**src/rtl/fpu_muldiv_seq.sv**
```systemverilog
// Iterative floating-point multiply/divide with round-to-nearest-even and flush-to-zero.
// Special operands bypass the datapath; normal operands take a fixed number of cycles.
module fpu_muldiv_seq #(
   parameter int EXP_W = 8,
   parameter int FRAC_W = 23,
   localparam int PRECISION = 1 + EXP_W + FRAC_W
) (
   input  logic                 Clk,
   input  logic                 Reset_n,
   input  logic                 Start,
   input  logic                 Operation,
   input  logic [PRECISION-1:0] A,
   input  logic [PRECISION-1:0] B,
   output logic                 Ready,
   output logic [PRECISION-1:0] Result,
   output logic [4:0]           Flags,
   output logic                 Done
);

   localparam int N  = FRAC_W + 1;
   localparam int QW = FRAC_W + 3;
   localparam int SW = EXP_W + 2;
   localparam int CW = $clog2(FRAC_W + 3);

   localparam logic [2:0] IDLE  = 3'd0;
   localparam logic [2:0] ITER  = 3'd1;
   localparam logic [2:0] NORM  = 3'd2;
   localparam logic [2:0] ROUND = 3'd3;
   localparam logic [2:0] FIN   = 3'd4;

   localparam logic [CW-1:0] CNT_MUL = CW'(N - 1);
   localparam logic [CW-1:0] CNT_DIV = CW'(QW - 1);
   localparam logic [CW-1:0] CNT_ONE = CW'(1);

   localparam logic signed [SW-1:0] BIAS_S     = SW'(2 ** (EXP_W - 1) - 1);
   localparam logic signed [SW-1:0] ALL_ONES_S = SW'(2 ** EXP_W - 1);
   localparam logic signed [SW-1:0] ONE_S      = SW'(1);
   localparam logic signed [SW-1:0] ZERO_S     = SW'(0);

   localparam logic [EXP_W-1:0]     EXP_ONES  = '1;
   localparam logic [FRAC_W-1:0]    FRAC_ZERO = '0;
   localparam logic [PRECISION-1:0] QNAN      = {1'b0, EXP_ONES, 1'b1, {(FRAC_W-1){1'b0}}};

   logic [2:0]             state;
   logic                   op_q, sign_q;
   logic signed [SW-1:0]   exp_q;
   logic [N-1:0]           ma_q, mb_q, mant_q;
   logic [2*N-1:0]         prod;
   logic [N:0]             rem;
   logic [QW-1:0]          quo;
   logic [CW-1:0]          cnt;
   logic                   grd, rnd, stk;
   logic [PRECISION-1:0]   fin_res;
   logic [4:0]             fin_flags;

   logic [EXP_W-1:0]       ea, eb;
   logic [FRAC_W-1:0]      fa, fb;
   logic                   sign_in, a_zero, b_zero, a_inf, b_inf, a_nan, b_nan;
   logic signed [SW-1:0]   ea_s, eb_s, mul_exp, div_exp;
   logic [N:0]             mul_sum, rem_diff, rem_next;
   logic                   rem_ge;

   assign ea      = A[PRECISION-2:FRAC_W];
   assign eb      = B[PRECISION-2:FRAC_W];
   assign fa      = A[FRAC_W-1:0];
   assign fb      = B[FRAC_W-1:0];
   assign sign_in = A[PRECISION-1] ^ B[PRECISION-1];
   assign a_zero  = (ea == '0);
   assign b_zero  = (eb == '0);
   assign a_inf   = (&ea) && (fa == '0);
   assign b_inf   = (&eb) && (fb == '0);
   assign a_nan   = (&ea) && (fa != '0);
   assign b_nan   = (&eb) && (fb != '0);
   assign ea_s    = $signed({2'b00, ea});
   assign eb_s    = $signed({2'b00, eb});
   assign mul_exp = ea_s + eb_s - BIAS_S;
   assign div_exp = ea_s - eb_s + BIAS_S;

   assign mul_sum  = {1'b0, prod[2*N-1:N]} + (prod[0] ? {1'b0, ma_q} : '0);
   assign rem_ge   = (rem >= {1'b0, mb_q});
   assign rem_diff = rem - {1'b0, mb_q};
   assign rem_next = (rem_ge ? rem_diff : rem) << 1;

   assign Ready = (state == IDLE);

   // Special operands resolve straight to a packed result; zeros here include flushed subnormals.
   logic                 special;
   logic [PRECISION-1:0] spec_res;
   logic [4:0]           spec_flags;

   always_comb begin
      special    = 1'b1;
      spec_res   = '0;
      spec_flags = '0;
      if (a_nan || b_nan) begin
         spec_res = QNAN;
      end else if (!Operation) begin
         if ((a_zero && b_inf) || (a_inf && b_zero)) begin
            spec_res   = QNAN;
            spec_flags = 5'b10000;
         end else if (a_inf || b_inf) begin
            spec_res = {sign_in, EXP_ONES, FRAC_ZERO};
         end else if (a_zero || b_zero) begin
            spec_res = {sign_in, {(PRECISION-1){1'b0}}};
         end else begin
            special = 1'b0;
         end
      end else begin
         if ((a_zero && b_zero) || (a_inf && b_inf)) begin
            spec_res   = QNAN;
            spec_flags = 5'b10000;
         end else if (b_zero) begin
            spec_res   = {sign_in, EXP_ONES, FRAC_ZERO};
            spec_flags = 5'b01000;
         end else if (a_inf) begin
            spec_res = {sign_in, EXP_ONES, FRAC_ZERO};
         end else if (b_inf || a_zero) begin
            spec_res = {sign_in, {(PRECISION-1){1'b0}}};
         end else begin
            special = 1'b0;
         end
      end
   end

   // Rounding and range check; a carry out of the mantissa leaves 1.000..0, so the
   // shifted fraction is taken one bit higher.
   logic                 inc, inexact;
   logic [N:0]           rnd_sum;
   logic [FRAC_W-1:0]    rnd_frac;
   logic signed [SW-1:0] rnd_exp;
   logic [PRECISION-1:0] rnd_res;
   logic [4:0]           rnd_flags;

   always_comb begin
      inc      = grd & (rnd | stk | mant_q[0]);
      inexact  = grd | rnd | stk;
      rnd_sum  = {1'b0, mant_q} + {{N{1'b0}}, inc};
      rnd_frac = rnd_sum[N] ? rnd_sum[FRAC_W:1] : rnd_sum[FRAC_W-1:0];
      rnd_exp  = rnd_sum[N] ? exp_q + ONE_S : exp_q;
      if (rnd_exp >= ALL_ONES_S) begin
         rnd_res   = {sign_q, EXP_ONES, FRAC_ZERO};
         rnd_flags = 5'b00101;
      end else if (rnd_exp <= ZERO_S) begin
         rnd_res   = {sign_q, {(PRECISION-1){1'b0}}};
         rnd_flags = 5'b00011;
      end else begin
         rnd_res   = {sign_q, rnd_exp[EXP_W-1:0], rnd_frac};
         rnd_flags = {4'b0000, inexact};
      end
   end

   // Control and datapath sequencing; the product register starts with the multiplier
   // in its low half so the shift-add consumes one bit per cycle.
   always_ff @(posedge Clk or negedge Reset_n) begin
      if (!Reset_n) begin
         state     <= IDLE;
         op_q      <= 1'b0;
         sign_q    <= 1'b0;
         exp_q     <= '0;
         ma_q      <= '0;
         mb_q      <= '0;
         mant_q    <= '0;
         prod      <= '0;
         rem       <= '0;
         quo       <= '0;
         cnt       <= '0;
         grd       <= 1'b0;
         rnd       <= 1'b0;
         stk       <= 1'b0;
         fin_res   <= '0;
         fin_flags <= '0;
         Result    <= '0;
         Flags     <= '0;
         Done      <= 1'b0;
      end else begin
         Done <= 1'b0;
         case (state)
            IDLE: begin
               if (Start) begin
                  op_q   <= Operation;
                  sign_q <= sign_in;
                  ma_q   <= {1'b1, fa};
                  mb_q   <= {1'b1, fb};
                  prod   <= {{N{1'b0}}, 1'b1, fb};
                  rem    <= {2'b01, fa};
                  quo    <= '0;
                  exp_q  <= Operation ? div_exp : mul_exp;
                  cnt    <= Operation ? CNT_DIV : CNT_MUL;
                  if (special) begin
                     fin_res   <= spec_res;
                     fin_flags <= spec_flags;
                     state     <= FIN;
                  end else begin
                     state <= ITER;
                  end
               end
            end
            ITER: begin
               if (op_q) begin
                  rem <= rem_next;
                  quo <= {quo[QW-2:0], rem_ge};
               end else begin
                  prod <= {mul_sum, prod[N-1:1]};
               end
               if (cnt == '0) state <= NORM;
               else           cnt   <= cnt - CNT_ONE;
            end
            NORM: begin
               if (!op_q) begin
                  if (prod[2*N-1]) begin
                     mant_q <= prod[2*N-1:N];
                     grd    <= prod[N-1];
                     rnd    <= prod[N-2];
                     stk    <= |prod[N-3:0];
                     exp_q  <= exp_q + ONE_S;
                  end else begin
                     mant_q <= prod[2*N-2:N-1];
                     grd    <= prod[N-2];
                     rnd    <= prod[N-3];
                     stk    <= |prod[N-4:0];
                  end
               end else begin
                  if (quo[QW-1]) begin
                     mant_q <= quo[QW-1:2];
                     grd    <= quo[1];
                     rnd    <= quo[0];
                  end else begin
                     mant_q <= quo[QW-2:1];
                     grd    <= quo[0];
                     rnd    <= 1'b0;
                     exp_q  <= exp_q - ONE_S;
                  end
                  stk <= |rem;
               end
               state <= ROUND;
            end
            ROUND: begin
               fin_res   <= rnd_res;
               fin_flags <= rnd_flags;
               state     <= FIN;
            end
            FIN: begin
               Result <= fin_res;
               Flags  <= fin_flags;
               Done   <= 1'b1;
               state  <= IDLE;
            end
            default: state <= IDLE;
         endcase
      end
   end

endmodule

```
**config.mk**
```make
export PLATFORM = sky130hd
export DESIGN_NAME = fpu_muldiv_seq
export DESIGN_NICKNAME = d
export VERILOG_FILES = /design/src/rtl/fpu_muldiv_seq.sv
export SDC_FILE = /design/constraint.sdc
export NUM_CORES = 1
export LEC_CHECK = 0
export CAP_MARGIN = 20
export CORE_ASPECT_RATIO = 1.1
export CORE_MARGIN = 2
export CORE_UTILIZATION = 40
export DETAILED_ROUTE_END_ITERATION = 8
export PLACE_DENSITY_LB_ADDON = 0.2
export SLEW_MARGIN = 20
export SYNTH_ARGS = -nofsm -noshare
export SYNTH_HDL_FRONTEND = slang
export SYNTH_SLANG_ARGS = --single-unit
```
**constraint.sdc**
```tcl
create_clock -name Clk -period 3.2 [get_ports Clk]
set_input_delay 0.64 -clock Clk [delete_from_list [all_inputs] [get_ports Clk]]
set_output_delay 0.64 -clock Clk [all_outputs]
set_load 0.01 [all_outputs]
```
==> results.ini <==
[finish]
nets=2246
final_cell_mix=nand2_1, dfrtp_1, buf_4
final_common_cell=nand2_1
area_growth_pct=22.66
stdcell_area_um2=20350
final-instance-count-excl-fill=2676
fill_cells=3993
drive_above_1_share_pct=15.18

[floorplan]
die_w_um=198.2
row_count=78
ios=107
die_area_um2=43120
fp.dieH_um=217.6
core_area_um2=41090
start_util_pct=40.38

[synth]
ys_seq_area_share_pct=40.43
synth_nets=2034
syn_area_per_cell_um2=8.801
synthFlopType=dfrtp_1
synth_seq_cells=268
ys_types=78
netlist_instances=1885
synth_edf_count=0
syn_area_um2=16590
yosysWarnings=0
synthArstFlopShare_pct=100.0

[placement]
dp.cells=2624
placed_cell_area_um2=19310
gp_congestion=0.9017
dp.final_hpwl_um=36040
io_buffers=106

[routing]
vias=14379
postRouteWirelength_um=46720
drc=0
ant_nets=0
drt-initial-drc-count=748
vias_per_cell=5.373
wl_per_cell_um=17.46
dr.pass1.iters=5

[power]
p_leak_uw=0.009106
max-vdd-ir-drop_mv=0.5753
fin_total_pwr_uw=19830
p_per_area_nw_per_um2=974.4

[global_route]
grt_pass1_wl_um=75980
antenna_found_initial=0
grt_max_degree=66
track_usage_pct=21.80
grt_pass1_vias=14151
gr-total-overflow=0

[job]
cap_viol_max_count=0

[worst_setup_path]
crit_arrival_ns=3.55
required_ns=3.68
critPathMaxFanout=5
cp-start-kind=primary input
cp-end-kind=flop
reg2regPathDepth=11
worst-setup-path-type=in2reg

[timing]
fmax_ghz=0.3252
fin_worst_skew_ns=0.007919
hold_violations=0
slew-limit-headroom_pct=58.59
finalCritPeriodShare_pct=96.09
rsz0062_at_grt=true
finalSetupTns_ns=0
worst_pin_slew_ns=0.6189
setup_viol=0
period_needed_ns=3.075
worst_hold_slack_ns=0.01344
drv_slew=0

[cts]
cts_made_buffers=30
clk_pin_slew_ns=0.06
cts_tree=done
clk_path_buf_depth=3
insertion_delay_ns=0.58
cts.sinks=268
htreeDepth=1
root_buffer=clkbuf_16

[worst_hold_path]
hold_class=in2async

[run_status]
status=completed

==> cells by family after synthesis <==
| logic type | share of synthesized area (%) |
|---|---|
| AOI/OAI and AO/OA | 18.76 |
| xor gates and xnor gates | 4.382 |
| adders and majority gates | 6.305 |
| buffers and inverters | 4.246 |
| DFF | 40.43 |
| muxes | 6.803 |
| and+or+nand+nor | 19.08 |
==> worst max-delay path, stage by stage <==
cell,delay (ns)
clkdlybuf4s50_1,0.48
inv_1,0.04
ha_1,0.28
buf_4,0.16
nor2b_1,0.15
o31a_1,0.26
buf_4,0.14
a21oi_1,0.39
a2111oi_4,0.06
buf_4,0.16
xnor2_1,0.12
xnor2_1,0.13
mux2_2,0.27
a221oi_1,0.27
==> cell usage after synthesis (all sizes together), types with 10 or more instances <==
cell type / number / area (um2)
inv: 75 / 281.5
nand3: 40 / 200.2
nor4: 32 / 215.2
nor2b: 10 / 62.56
xor2: 32 / 280.3
and2: 33 / 206.5
buf: 21 / 115.1
ha: 78 / 975.9
o22a: 10 / 87.58
a21oi: 86 / 430.4
xnor2: 51 / 446.7
mux2i: 43 / 430.4
or3: 21 / 131.4
o211ai: 14 / 105.1
a22o: 28 / 245.2
a21o: 20 / 150.1
nand2: 293 / 1100
nand2b: 12 / 90.09
a31oi: 39 / 244.0
mux2: 62 / 698.2
nor2: 151 / 566.8
and3: 12 / 75.07
dfrtp: 268 / 6706
nor3: 36 / 180.2
o21a: 20 / 150.1
clkbuf: 81 / 304.0
a22oi: 14 / 105.1
o21ai: 167 / 877.1
nand4: 23 / 150.1
==> worst paths after layout <==
path / start / endpoint / slack [ns]
worst max-delay path: B[24] / exp_q[7] / 0.13
worst min register to register: ma_q[12] / ma_q[12] / 0.46
max in group asynchronous: Reset_n / rem[6] / 2.47
worst max register to register: mb_q[1] / rem[15] / 0.13
worst min-delay path: Reset_n / Result[7] / 0.01
min in group Clk: ma_q[12] / ma_q[12] / 0.46
==> routing by layer <==
layer	vias to the layer above	GRT usage, %	part of all wire (%)
li1	7170	-	-
met4	0	4.937	2.3
met1	6868	29.04	45
met5	-	0	0
met2	281	38.16	49
met3	60	2.119	3.3
==> metrics by stage <==
stage | setup WS, ns | utilization, %
final | 0.1253 | 49.52
after detailed placement | -0.5695 | 47.00
after CTS | 0.02141 | 49.33
after floorplan | 0.06867 | -
after global routing | -0.07376 | 49.52
after global placement | -0.5369 | 47.00
==> cell type report <==
type / instances / area, um2 / share of cell area [%]
Antenna cell: 1 / 2.502 / 0.01230
Clock buffer: 43 / 879.6 / 4.323
Clock inverter: 7 / 76.32 / 0.3751
Inverter: 76 / 285.3 / 1.402
Multi-Input combinational cell: 1439 / 9259 / 45.50
Sequential cell: 268 / 6708 / 32.96
Tap cell: 560 / 700.7 / 3.443
Timing Repair Buffer: 282 / 2437 / 11.98
==> flip-flops by register name (all words and copies together), names as in the netlist, 3 cells and up <==
name and count:
ma_q 24, mant_q 24, prod 48, rem 25, quo 26, state 3, fin_res 32, Result 32
fin_flags 5, cnt 5, Flags 5, exp_q 10, mb_q 23
==> power breakdown <==
part	leakage [uW]	total [uW]	switching, uW	internal [uW]
combinational	0.00523	10500	5910	4600
sequential	0.00341	5950	1200	4750
clock	0.000466	3360	1390	1970
total	0.00911	19800	8510	11300
==> timing repair <==
item / CTS / global route
pin swaps: 0 / 3
endpoints found under the setup margin: 1 / 31
hold buffers: 0 / 0
resized for setup: 1 / 15
setup buffers: 0 / 1
Note: power is estimated with default switching activity, not from simulation.
